File: config.mk
export PLATFORM = sky130hd
export DESIGN_NAME = hv_efuse_load_ctrl
export DESIGN_NICKNAME = d
export VERILOG_FILES = /design/src/rtl/hv_efuse_load_ctrl.sv
export SDC_FILE = /design/constraint.sdc
export NUM_CORES = 1
export LEC_CHECK = 0
export CAP_MARGIN = 20
export CORE_ASPECT_RATIO = 0.5
export CORE_MARGIN = 3
export CORE_UTILIZATION = 40
export DETAILED_ROUTE_END_ITERATION = 8
export GPL_TIMING_DRIVEN = 0
export PLACE_DENSITY = 0.67
export RECOVER_POWER = 50
export SLEW_MARGIN = 20
export SYNTH_ARGS = -nofsm -noshare
export SYNTH_HDL_FRONTEND = slang
export SYNTH_SLANG_ARGS = --single-unit
File: constraint.sdc
create_clock -name i_clk -period 3.99 [get_ports i_clk]
set_input_delay 0.798 -clock i_clk [delete_from_list [all_inputs] [get_ports i_clk]]
set_output_delay 0.798 -clock i_clk [all_outputs]
set_load 0.005 [all_outputs]
File: src/rtl/hv_efuse_load_ctrl.sv
// Efuse image loader: reads EFUSE_WORD_NUM words through a strobed read port and writes them into the register file.
// Optional checksum of the image over the last word is enabled by defining EFUSE_LOAD_CHK_EN.
module hv_efuse_load_ctrl #(
  parameter int EFUSE_WORD_NUM = 8,
  parameter int EFUSE_DATA_W   = 8,
  parameter int EFUSE_ADDR_W   = 3,
  parameter int STRB_CYC       = 4
) (
  input  logic                    i_clk,
  input  logic                    i_rst,
  input  logic                    i_efuse_load_req,
  output logic                    o_efuse_load_done,
  output logic                    o_efuse_busy,
  output logic                    o_efuse_rd_en,
  output logic [EFUSE_ADDR_W-1:0] o_efuse_addr,
  input  logic [EFUSE_DATA_W-1:0] i_efuse_rdata,
  output logic                    o_reg_wr_en,
  output logic [EFUSE_ADDR_W-1:0] o_reg_wr_addr,
  output logic [EFUSE_DATA_W-1:0] o_reg_wr_data,
  output logic                    o_efuse_vld,
  output logic                    o_efuse_chk_err
);

  localparam int SW = (STRB_CYC > 1) ? $clog2(STRB_CYC) : 1;
  localparam logic [SW-1:0]           STRB_LAST = SW'(STRB_CYC - 1);
  localparam logic [EFUSE_ADDR_W-1:0] WORD_LAST = EFUSE_ADDR_W'(EFUSE_WORD_NUM - 1);

  typedef enum logic [2:0] {
    IDLE  = 3'd0,
    SETUP = 3'd1,
    STRB  = 3'd2,
    WR    = 3'd3,
    CHK   = 3'd4,
    DONE  = 3'd5
  } state_t;

  state_t                  state_q, state_d;
  logic [EFUSE_ADDR_W-1:0] idx_q, idx_d;
  logic [SW-1:0]           scnt_q, scnt_d;
  logic [EFUSE_DATA_W-1:0] cap_q, cap_d;
  logic                    vld_q, vld_d;

  logic                    done_q, done_d;
  logic                    busy_q, busy_d;
  logic                    rd_en_q, rd_en_d;
  logic                    wr_en_q, wr_en_d;
  logic [EFUSE_ADDR_W-1:0] wr_addr_q, wr_addr_d;
  logic [EFUSE_DATA_W-1:0] wr_data_q, wr_data_d;

`ifdef EFUSE_LOAD_CHK_EN
  logic [EFUSE_DATA_W-1:0] acc_q, acc_d;
  logic                    err_q, err_d;
`endif

  always_ff @(posedge i_clk) begin
    if (i_rst) begin
      state_q   <= IDLE;
      idx_q     <= '0;
      scnt_q    <= '0;
      cap_q     <= '0;
      vld_q     <= 1'b0;
      done_q    <= 1'b0;
      busy_q    <= 1'b0;
      rd_en_q   <= 1'b0;
      wr_en_q   <= 1'b0;
      wr_addr_q <= '0;
      wr_data_q <= '0;
`ifdef EFUSE_LOAD_CHK_EN
      acc_q     <= '0;
      err_q     <= 1'b0;
`endif
    end else begin
      state_q   <= state_d;
      idx_q     <= idx_d;
      scnt_q    <= scnt_d;
      cap_q     <= cap_d;
      vld_q     <= vld_d;
      done_q    <= done_d;
      busy_q    <= busy_d;
      rd_en_q   <= rd_en_d;
      wr_en_q   <= wr_en_d;
      wr_addr_q <= wr_addr_d;
      wr_data_q <= wr_data_d;
`ifdef EFUSE_LOAD_CHK_EN
      acc_q     <= acc_d;
      err_q     <= err_d;
`endif
    end
  end

  always_comb begin
    state_d = state_q;
    idx_d   = idx_q;
    scnt_d  = scnt_q;
    cap_d   = cap_q;
    vld_d   = vld_q;
`ifdef EFUSE_LOAD_CHK_EN
    acc_d   = acc_q;
    err_d   = err_q;
`endif

    case (state_q)
      IDLE: begin
        if (i_efuse_load_req) begin
          idx_d   = '0;
`ifdef EFUSE_LOAD_CHK_EN
          acc_d   = '0;
`endif
          state_d = SETUP;
        end
      end
      SETUP: begin
        scnt_d  = '0;
        state_d = STRB;
      end
      STRB: begin
        // Read data is taken on the final strobe cycle, when the macro output has settled longest.
        if (scnt_q == STRB_LAST) begin
          cap_d   = i_efuse_rdata;
`ifdef EFUSE_LOAD_CHK_EN
          if (idx_q != WORD_LAST) acc_d = acc_q ^ i_efuse_rdata;
`endif
          state_d = WR;
        end else begin
          scnt_d = scnt_q + SW'(1);
        end
      end
      WR: begin
        if (idx_q == WORD_LAST) begin
          state_d = CHK;
        end else begin
          idx_d   = idx_q + EFUSE_ADDR_W'(1);
          state_d = SETUP;
        end
      end
      CHK: begin
`ifdef EFUSE_LOAD_CHK_EN
        vld_d = (acc_q == cap_q);
        err_d = (acc_q != cap_q);
`else
        vld_d = 1'b1;
`endif
        state_d = DONE;
      end
      DONE: begin
        if (!i_efuse_load_req) state_d = IDLE;
      end
      default: state_d = IDLE;
    endcase

    // Outputs are decoded from the next state so every output is a flop.
    busy_d    = (state_d == SETUP) || (state_d == STRB) || (state_d == WR) || (state_d == CHK);
    rd_en_d   = (state_d == STRB);
    wr_en_d   = (state_d == WR);
    done_d    = (state_d == DONE);
    wr_addr_d = (state_d == WR) ? idx_d : '0;
    wr_data_d = (state_d == WR) ? cap_d : '0;
  end

  assign o_efuse_load_done = done_q;
  assign o_efuse_busy      = busy_q;
  assign o_efuse_rd_en     = rd_en_q;
  assign o_efuse_addr      = idx_q;
  assign o_reg_wr_en       = wr_en_q;
  assign o_reg_wr_addr     = wr_addr_q;
  assign o_reg_wr_data     = wr_data_q;
  assign o_efuse_vld       = vld_q;
`ifdef EFUSE_LOAD_CHK_EN
  assign o_efuse_chk_err   = err_q;
`else
  assign o_efuse_chk_err   = 1'b0;
`endif

endmodule

* Word-level counts from Yosys, hierarchy flattened
Cells that the tools add are included.
** Storage, ports and cells
- Word-level logic and storage cells :: 46
- Output and inout port bits :: 20
- Register bits after elaboration :: 32
- Bits of input ports :: 11
** Cells by class
- Eq/ne operators :: 13
- $add $sub $neg :: 2
- Reduce and logical (&&, ||, !) cells :: 7
- Bitwise logic cells :: 1
- Multiplexer cells :: 12
** Operator list (number)
- 2-to-1 mux 3 bit :: 6
- case mux 3 bit (6 select lines) :: 1
- 2-to-1 mux 8 bit :: 2
- equality test 3 bit (second input constant) :: 5
- equality test 3 x 2 -> 1 bit (second input constant) :: 4
- equality test 3 x 1 -> 1 bit (second input constant) :: 2
- case mux 3 bit (2 select lines) :: 1
- case mux 2 bit (2 select lines) :: 1
- adder 3 x 1 -> 3 bit (second input constant) :: 1
- zero test 3 bit :: 1
- logical OR 1 bit :: 3
- adder 2 x 1 -> 2 bit (second input constant) :: 1
- equality test 2 bit (second input constant) :: 1
- 2-to-1 mux 2 bit :: 1
- != test 2 bit (second input constant) :: 1
- AND reduction 2 bit :: 1
- nonzero test 2 bit :: 1
- OR reduction 2 bit :: 1
- NOT 1 bit :: 1

* Longest topological paths before layout
Gate-level depths: netlist of run 1.
- Depth after elaboration :: 7
- Gate-level depth with buffers :: 7
- Mapped depth without buffers :: 5

* Worst setup path after synthesis of run 1
No wires, ideal clock.
- Path type :: input to register
- Start :: in i_efuse_load_req
- End :: reg wr_addr_q[0], in the netlist o_reg_wr_addr[0]
- Data arrival time :: 1.590 ns
- Library setup time :: 0.118 ns
- Required time :: 3.872 ns
- Path slack :: 2.281 ns
- Stages on the path :: 5
- Buffers on the path :: 1
- Cell sequence :: nand2b_1 -> a31o_4 -> o21ai_2 -> buf_6 -> nor2_2
** Between the ends
- Word-level cells in the longest chain between the ends :: 5
- Elaborated cells on any way between the ends :: 8
- Classes of those cells :: eq/ne: 1; mux: 5; bitwise: 1; reduce/logical: 1
** Ends and longest elaborated chain
- from (decl) :: RTL line 11 : input logic i_efuse_load_req,
- 2-to-1 mux 3 bit, on equally long branches :: RTL line 146, 104
- case mux 3 bit (6 select lines) :: RTL line 102 : case (state_q)
- equality test 3 x 2 -> 1 bit :: RTL line 156 : wr_addr_d = (state_d == WR) ? idx_d : '0;
- NOT 1 bit (no line)
- OR reduction 2 bit (no line)
- to (signal assigned) :: RTL line 82 : wr_addr_q <= wr_addr_d;
- to (decl) :: RTL line 47 : logic [EFUSE_ADDR_W-1:0] wr_addr_q, wr_addr_d;
Several ways; a longest one is shown, not always the timed one.
A chain may end at the register's enable or synchronous reset.

* Final worst setup path of run 1
Same ends and word-level chain as after synthesis.

==> reports/metrics.cfg, run 1 <==
[routing]
wirelength_mm = 2.29
via_count = 906
firstDrtPassIters = 4
vias_per_cell = 4.77
avgRoutedWirePerCell_um = 12.0
first_iter_violations = 28
drt.antenna.violating_nets = 0
drcViolationCount = 0

[placed_design]
dp_hpwl_mm = 1.67
place_congestion = 0.832
place_inst = 182
dpl-instance-area_mm2 = 0.00155
io_buffers = 28

[cts]
htreeDepth = 2
clk_pin_slew_ps = 70
cts_tree = yes
holdBufCountCts = 0
cts_resized = 0
clock-root-buffer = clkbuf_8
cts-buffers-inserted = 5
cts.path.max_buffers = 2
cts_setup_buffers = 0
clk_latency_ps = 280
numClockSinks = 32

[floorplan]
start_util = 0.446
dieWidth_um = 84.3
core_mm2 = 0.00275
dieArea_mm2 = 0.00380
ios = 31
dieHeight_um = 45.1
row_count = 13

[yosys]
synthArstFlopShare = 0
synth_edf_count = 0
synth_top_flop_cell = dfxtp_1
synth_cell_types = 37
yosysTopAreaCell = dfxtp_1
ys_ff_latch = 32
yosys_warnings = 0
syn_avg_cell_area_um2 = 10.5
synth.area.top_cells = dfxtp_1 (52%), mux2i_1 (7.4%), nor2_1 (4.6%), nor2_2 (4.1%), buf_6 (3.7%)
syn_area_mm2 = 0.00122
synthesis.nets = 130
synth_top_cell_area_share = 0.523
seq_area_frac_synth = 0.523
synthCells = 117

[outcome]
status = completed

[worst_hold_path]
hp-start = scnt_q[1]
hold-path-endpoint = scnt_q[1]
hold_depth = 2
min-delay-path-class = flop to flop

[power_and_ir_drop]
powerDensity_mw_per_mm2 = 399
seq_power_share = 0.512
intPower_uw = 494
switching_power_uw = 149
p_clk_frac = 0.400
total_power_uw = 643
vdd_drop_max_mv = 0.211
p_sw_frac = 0.232
leakage_uw = 0.000622
power_frac_comb = 0.088

[finish]
area_growth_pct = 31.7
seq_area_um2 = 641
multi_input_area_um2 = 483
nNetsFinal = 165
antenna_cells = 0
final_cell_area_mm2 = 0.00161
post_route_cells_drive_above_1_share = 0.157
final_core_util = 0.587
nFillCells = 237
final_cells = 190

[timing]
fmax_ghz = 0.410
rsz0062_at_grt = false
worst_pin_slew_ps = 672
finalSetupTns_ps = 0
slew_violations = 0
hold_viol = 0
timing.final.crit_share = 0.611
period_minus_slack_ps = 2440
slew_headroom = 0.552
setup_viol = 0
finClkSkew_ps = 3.02

[global_routing]
grt_pass1_wl_mm = 3.91
gr-usage-all-layers = 0.135
grt_max_degree = 11
grt-ovfl-total = 0
antenna_found_initial = 0
grt_pass1_vias = 855

[flow_run]
drv_cap = 0

[setup_path]
rr_worst_depth = 7
critPathMaxFanout = 10
ff2ff_setup_slack_ps = 1790
path_class = primary input to flop
cp-start-kind = primary input
critPathLaunch = i_efuse_load_req
cp-end-kind = flop
r2r_start = scnt_q[0]
required_ps = 4150
cp.arrival_ps = 2600
rr_endpoint = o_reg_wr_addr[0]

how the worst max path moves through the flow:
stage | to | slack [ps] | cells past startpoint
finish | o_reg_wr_addr[0] | 1550 | 6
CTS | o_reg_wr_addr[0] | 1950 | 6
global route | o_reg_wr_data[3] | 1510 | 6
detailed placement | o_reg_wr_addr[0] | 1650 | 6
floorplan | o_reg_wr_addr[0] | 2280 | 5
global placement | o_reg_wr_addr[0] | 1640 | 6
kinds of logic (layout without fill, tap and decap cells):
| group | after synthesis | in the layout | share of synthesized area |
|---|---|---|---|
| and+or+nand+nor | 43 | 43 | 0.205 |
| muxes | 9 | 9 | 0.0735 |
| adders and majority gates | 2 | 2 | 0.0204 |
| xor gates and xnor gates | 1 | 1 | 0.00715 |
| buffers and inverters | 11 | 47 | 0.0623 |
| other | 1 | 1 | 0.00306 |
| DFF | 32 | 32 | 0.523 |
| AOI/OAI and AO/OA | 18 | 18 | 0.105 |
routing by layer:
layer  vias to the layer above  GRT usage  wire (µm)
met5                         -          0          0
met4                         0     0.0577         23
met3                         4     0.0492        137
met2                        26      0.208       1010
met1                       416      0.174       1120
li1                        460          -          -
layout make-up:
cell class | count | area share
Sequential cell | 32 | 0.397
Multi-Input combinational cell | 74 | 0.299
Clock inverter | 1 | 0.00465
Clock buffer | 7 | 0.0535
Buffer | 8 | 0.0357
Tap cell | 37 | 0.0287
Inverter | 3 | 0.00698
Timing Repair Buffer | 28 | 0.174
state kept, by name, indices dropped and copies added (netlist names):
register and cells:
o_efuse_busy 1, cap_q 8, o_reg_wr_en 1, o_efuse_vld 1
o_efuse_load_done 1, state_q 3, o_efuse_addr 3, scnt_q 2
o_efuse_rd_en 1, o_reg_wr_addr 3, o_reg_wr_data 8
cell usage after synthesis (all sizes together), types with 3 or more instances:
library cell	count
nor3	3
mux2i	9
nor2	24
dfxtp	32
inv	3
o21ai	4
nand2	3
buf	6
a21oi	6
power groups by stage:
| stage | Combinational [µW] | Clock (µW) | Sequential (µW) |
|---|---|---|---|
| after floorplan | 36.0 | 0 | 337 |
| after global placement | 58.9 | 0 | 337 |
| after detailed placement | 59.3 | 0 | 337 |
| after CTS | 59.5 | 265 | 330 |
| after global routing | 61.4 | 279 | 330 |
| final | 56.3 | 257 | 330 |
layout by cell type (no fill, tap or decap):
master,n
clkdlybuf4s50_1,20
a22oi_1,1
o21ai_0,4
a21oi_1,6
nand2_1,3
dfxtp_1,32
nand2b_1,2
and2b_1,1
a22o_1,1
nor2b_1,2
inv_1,2
mux2i_1,9
clkinvlp_4,1
ha_1,2
a31o_4,1
conb_1,1
nand4_1,1
inv_2,1
a2bb2oi_1,1
xnor2_1,1
o21bai_1,1
nor2_1,15
o31a_2,1
nor2_2,8
nor4bb_1,1
clkbuf_8,6
clkbuf_1,4
a311oi_1,1
a31oi_1,1
and3_1,1
buf_2,1
buf_6,3
dlygate4sd3_1,8
nor2_4,1
buf_4,1
nor3_1,3
nand3_1,2
and3b_1,1
and2_1,2
per-stage QoR:
step | hold WS [ps] | setup slack (ps)
after floorplan | 448 | 2280
after global placement | 460 | 1640
after detailed placement | 467 | 1650
after CTS | 475 | 1950
after global routing | 510 | 1510
final | 475 | 1550
worst max-delay path, stage by stage:
cell	delay (ps)
dlygate4sd3_1	590
nand2b_1	190
a31o_4	250
o21ai_0	460
buf_6	250
nor2_2	50
Note: power is estimated with default switching activity, not from simulation.
==> run 2, diff against run 1 <==
PLACE_DENSITY = 0.7   (was 0.67)
clock period = 2.2 ns   (was 3.99 ns; I/O delays follow)
==> reports/metrics.cfg, run 2 (synthesis results as in run 1) <==
[outcome]
status = completed

[routing]
drt.antenna.violating_nets = 0  ; unchanged
via_count = 930  ; +2.6%
first_iter_violations = 34  ; +21%
firstDrtPassIters = 5  ; +1
avgRoutedWirePerCell_um = 12.6  ; +4.2%
vias_per_cell = 4.89  ; +2.6%
drcViolationCount = 0  ; unchanged
wirelength_mm = 2.39  ; +4.2%

[setup_path]
rr_worst_depth = 7  ; unchanged
cp-start-kind = primary input
ff2ff_setup_slack_ps = 390  ; -1400 ps
cp-end-kind = flop
r2r_start = state_q[2]
critPathMaxFanout = 10  ; unchanged
cp.arrival_ps = 2000  ; -600 ps
rr_endpoint = o_reg_wr_addr[0]
required_ps = 2370  ; -1780 ps
path_class = primary input to flop

[timing]
timing.final.ws_setup_ps = 369  ; -1180 ps
worst_pin_slew_ps = 508  ; -164 ps
rsz0062_at_grt = false
slew_violations = 0  ; unchanged
fmax_ghz = 0.546
finClkSkew_ps = 5.38  ; +2.36 ps
hold_viol = 0  ; unchanged
slew_headroom = 0.661  ; +0.109
period_minus_slack_ps = 1830
finalSetupTns_ps = 0  ; unchanged
timing.final.crit_share = 0.832
setup_viol = 0  ; unchanged

[power_and_ir_drop]
intPower_uw = 978  ; +98%
leakage_uw = 0.000660  ; +6.1%
p_clk_frac = 0.437  ; +0.037
seq_power_share = 0.480  ; -0.032
power_frac_comb = 0.083  ; -0.005
switching_power_uw = 271  ; +81%
vdd_drop_max_mv = 0.373  ; +77%
p_sw_frac = 0.217  ; -0.0152
powerDensity_mw_per_mm2 = 759  ; +90%

[global_routing]
grt_pass1_vias = 859  ; +0.47%
grt_pass1_wl_mm = 3.92  ; +0.18%
grt_max_degree = 11  ; unchanged
grt-ovfl-total = 0  ; unchanged
antenna_found_initial = 0  ; unchanged
gr-usage-all-layers = 0.136  ; +0.00105

[finish]
nFillCells = 245  ; +3.4%
final_common_cell = dfxtp_1
area_growth_pct = 34.3
antenna_cells = 0  ; unchanged
multi_input_area_um2 = 502  ; +3.9%
final_cell_area_mm2 = 0.00165  ; +2.0%
nNetsFinal = 165  ; unchanged
mostFrequentLayoutCells = dfxtp_1 (32), dlygate4sd3_1 (16), nor2_1 (15), clkdlybuf4s50_1 (12), mux2i_1 (9)
seq_area_um2 = 641  ; unchanged
post_route_cells_drive_above_1_share = 0.170  ; +0.0131
final_cells = 190  ; unchanged

[floorplan]
core_mm2 = 0.00275  ; unchanged
dieArea_mm2 = 0.00380  ; unchanged
row_count = 13  ; unchanged
start_util = 0.446  ; unchanged
dieWidth_um = 84.3  ; unchanged
ios = 31  ; unchanged
dieHeight_um = 45.1  ; unchanged

[cts]
cts-buffers-inserted = 5  ; unchanged
cts_setup_buffers = 0  ; unchanged
cts_tree = yes
htreeDepth = 2  ; unchanged
clk_latency_ps = 280  ; about the same
clock-root-buffer = clkbuf_8
clk_pin_slew_ps = 70  ; about the same
cts_resized = 0  ; unchanged
holdBufCountCts = 0  ; unchanged
numClockSinks = 32  ; unchanged
cts.path.max_buffers = 2  ; unchanged

[placed_design]
io_buffers = 28  ; unchanged
place_ws_ps = 205  ; -1450 ps
dp_hpwl_mm = 1.72  ; +2.9%
place_congestion = 0.875  ; +5.1%
dpl-instance-area_mm2 = 0.00155  ; unchanged
place_inst = 182  ; unchanged

[flow_run]
drv_cap = 0  ; unchanged

[worst_hold_path]
hold-path-endpoint = scnt_q[1]
min-delay-path-class = flop to flop
hold_depth = 2  ; unchanged
hp-start = scnt_q[1]

==> run 2: power groups by stage <==
stage	logic, µW	registers [µW]	clock network (µW)
final	104	599	546
after global routing	113	600	590
after CTS	108	599	562
after detailed placement	107	612	0
after global placement	106	612	0
after floorplan	65.4	611	0
==> run 2: how the worst max path moves through the flow <==
stage / startpoint / endpoint / slack, ps / depth (start not counted)
3_3_place_gp: i_efuse_load_req / o_reg_wr_addr[0] / 220 / 6
3_5_place_dp: i_efuse_load_req / o_reg_wr_addr[0] / 210 / 6
5_1_grt: state_q[2] / o_reg_wr_data[5] / 250 / 7
4_1_cts: scnt_q[0] / o_reg_wr_addr[0] / 470 / 7
6_report: i_efuse_load_req / o_reg_wr_addr[0] / 370 / 6
2_1_floorplan: scnt_q[0] / o_reg_wr_addr[0] / 650 / 7
==> run 2: final cells by class <==
cell class | count | area share
Timing Repair Buffer | 28 | 0.170
Clock buffer | 6 | 0.0441
Tap cell | 37 | 0.0281
Inverter | 3 | 0.00684
Buffer | 8 | 0.0350
Clock inverter | 2 | 0.0213
Sequential cell | 32 | 0.389
Multi-Input combinational cell | 74 | 0.305
==> run 2: metal layers <==
| metal | part of all wire | GRT usage |
|---|---|---|
| met1 | 0.44 | 0.163 |
| met3 | 0.070 | 0.0565 |
| met5 | 0 | 0 |
| met4 | 0.010 | 0.0577 |
| met2 | 0.48 | 0.223 |
==> run 2: stage by stage <==
stage	utilization	power [µW]	hold slack, ps
2_1_floorplan	-	677	448
3_3_place_gp	0.564	718	459
3_5_place_dp	0.564	720	468
4_1_cts	0.604	1270	477
5_1_grt	0.599	1300	511
6_report	0.599	1250	471
==> run 2: critical path, stage by stage <==
cell and delay, ps:
dlygate4sd3_1 600, nand2b_1 210, a31o_4 270, o21ai_2 220, buf_6 210, nor2_2 50
==> run 3, diff against run 2 <==
PLACE_DENSITY = 0.67   (was 0.7)
clock period = 1.8 ns   (was 2.2 ns; I/O delays follow)
==> reports/metrics.cfg, run 3 (synthesis results as in run 1) <==
[global_routing]
gr-usage-all-layers = 0.135  ; -0.00105
grt.busiest_layer = met2
use_met1 = 0.174  ; +0.0117
antenna_found_initial = 0  ; unchanged
grt_max_degree = 11  ; unchanged
grt_pass1_vias = 855  ; -0.47%
grt_pass1_wl_mm = 3.91  ; -0.18%
grt-ovfl-total = 0  ; unchanged
met3_usage = 0.0492  ; -0.00729
gr-usage-met2 = 0.208  ; -0.0141

[routing]
vias_per_cell = 4.73  ; -3.3%
first_iter_violations = 24  ; -29%
wirelength_mm = 2.27  ; -4.8%
drt.antenna.violating_nets = 0  ; unchanged
via_count = 899  ; -3.3%
firstDrtPassIters = 4  ; -1
drcViolationCount = 0  ; unchanged
avgRoutedWirePerCell_um = 12.0  ; -4.8%

[cts]
clock-root-buffer = clkbuf_8
cts_resized = 0  ; unchanged
clk_latency_ps = 280  ; about the same
cts-buffers-inserted = 5  ; unchanged
clk_pin_slew_ps = 70  ; about the same
holdBufCountCts = 0  ; unchanged
cts_setup_buffers = 0  ; unchanged
numClockSinks = 32  ; unchanged
cts_tree = yes
cts.path.max_buffers = 2  ; unchanged
htreeDepth = 2  ; unchanged

[timing]
fmax_ghz = 0.580
setup_viol = 0  ; unchanged
finalSetupTns_ps = 0  ; unchanged
slew_violations = 0  ; unchanged
whs_ps = 476  ; +4.97 ps
rsz0062_at_grt = false
timing.final.crit_share = 0.957
period_minus_slack_ps = 1720
finClkSkew_ps = 2.14  ; -3.23 ps
hold_viol = 0  ; unchanged

[finish]
final_core_util = 0.596  ; -0.00273
post_route_cells_drive_above_1_share = 0.183  ; +0.0131
final_cells = 190  ; unchanged
nNetsFinal = 165  ; unchanged
nFillCells = 235  ; -4.1%
final_common_cell = dfxtp_1
antenna_cells = 0  ; unchanged
mostFrequentLayoutCells = dfxtp_1 (32), dlygate4sd3_1 (16), nor2_1 (15), clkdlybuf4s50_1 (12), mux2i_1 (9)
multi_input_area_um2 = 508  ; +1.2%
area_growth_pct = 33.7
seq_area_um2 = 641  ; unchanged

[setup_path]
path_cells = ha_1 > nor4bb_4 > buf_6 > a31o_4 > o21ai_2 > buf_6 > nor2_2
crit_family = compound AO/OA/AOI/OAI gates
cp.buffers_inverters = 2  ; unchanged
cp.arrival_ps = 1890  ; -110 ps
rr_endpoint = o_reg_wr_addr[0]
crit_path_end = o_reg_wr_addr[0]
slowest_stage = dfxtp_1
cp.depth = 7  ; +1
cp-end-kind = flop
crit_path_max_incr_delay_ps = 340  ; -260 ps
path_common_cell = buf_6
rr_worst_depth = 7  ; unchanged
critPathLaunch = scnt_q[0]
required_ps = 1960  ; -410 ps
cp-start-kind = flop
critPathMaxFanout = 10  ; unchanged
ff2ff_setup_slack_ps = 80  ; -310 ps
path_class = flop to flop
r2r_start = scnt_q[0]

[placed_design]
place_inst = 182  ; unchanged
dp_hpwl_mm = 1.67  ; -2.8%
io_buffers = 28  ; unchanged
place_congestion = 0.832  ; -4.9%

[power_and_ir_drop]
leakage_uw = 0.000654  ; -0.84%
total_power_uw = 1430  ; +14%
powerDensity_mw_per_mm2 = 871  ; +15%
vdd_drop_max_mv = 0.465  ; +25%

[floorplan]
dieWidth_um = 84.3  ; unchanged
row_count = 13  ; unchanged
start_util = 0.446  ; unchanged
dieHeight_um = 45.1  ; unchanged
core_mm2 = 0.00275  ; unchanged
dieArea_mm2 = 0.00380  ; unchanged
ios = 31  ; unchanged

[worst_hold_path]
min-delay-path-class = flop to flop

[flow_run]
drv_cap = 0  ; unchanged

[outcome]
status = completed

[run 3: cell types whose count changed in the layout (fill, tap and decap cells not counted)]
cell        delta
and2b_2        +1
nor3_2         +1
clkinv_2       -1
clkinvlp_4     +1
and2b_1        -1
bufinv_16      -1
clkbuf_8       +1
nor3_1         -1
[run 3: report_power, final]
part	total [µW]	switching (µW)	internal, µW
Clock	569	259	310
Sequential	731	9.35	722
Combinational	126	64.1	62.3
[run 3: worst min-delay path by stage]
stage / start / end / slack [ps] / depth (start not counted)
after CTS: scnt_q[1] / scnt_q[1] / 480 / 2
after detailed placement: scnt_q[1] / scnt_q[1] / 470 / 2
after global routing: scnt_q[1] / scnt_q[1] / 510 / 2
after global placement: cap_q[0] / o_reg_wr_data[0] / 460 / 2
after floorplan: scnt_q[1] / scnt_q[1] / 450 / 2
final: scnt_q[1] / scnt_q[1] / 480 / 2
[run 3: worst min-delay path, stage by stage (launching register included)]
cell and delay [ps]:
dfxtp_1 320, nand2_1 60, a21oi_1 50
[run 3: stage by stage]
stage                     instance area [µm²]  worst slack (ps)
final                                    1640              76.9
after global routing                     1640              17.5
after CTS                                1650              84.5
after detailed placement                 1550              -100
after global placement                   1550              -109
after floorplan                          1220               250
[run 3: final cells by class]
type | instances | share of cell area
plain buffers | 8 | 0.0351
clock buffers | 7 | 0.0527
clock inverters | 1 | 0.00458
inverters | 3 | 0.00688
multi-input cells | 74 | 0.310
flip-flops and latches | 32 | 0.391
well taps | 37 | 0.0283
repair buffers | 28 | 0.171
[run 3: per-layer routing]
layer / part of all wire / up-vias / wire [µm]
met5: 0 / - / 0
met4: 0.0053 / 0 / 12
met3: 0.058 / 2 / 132
met2: 0.44 / 23 / 1010
met1: 0.49 / 414 / 1120
li1: - / 460 / -
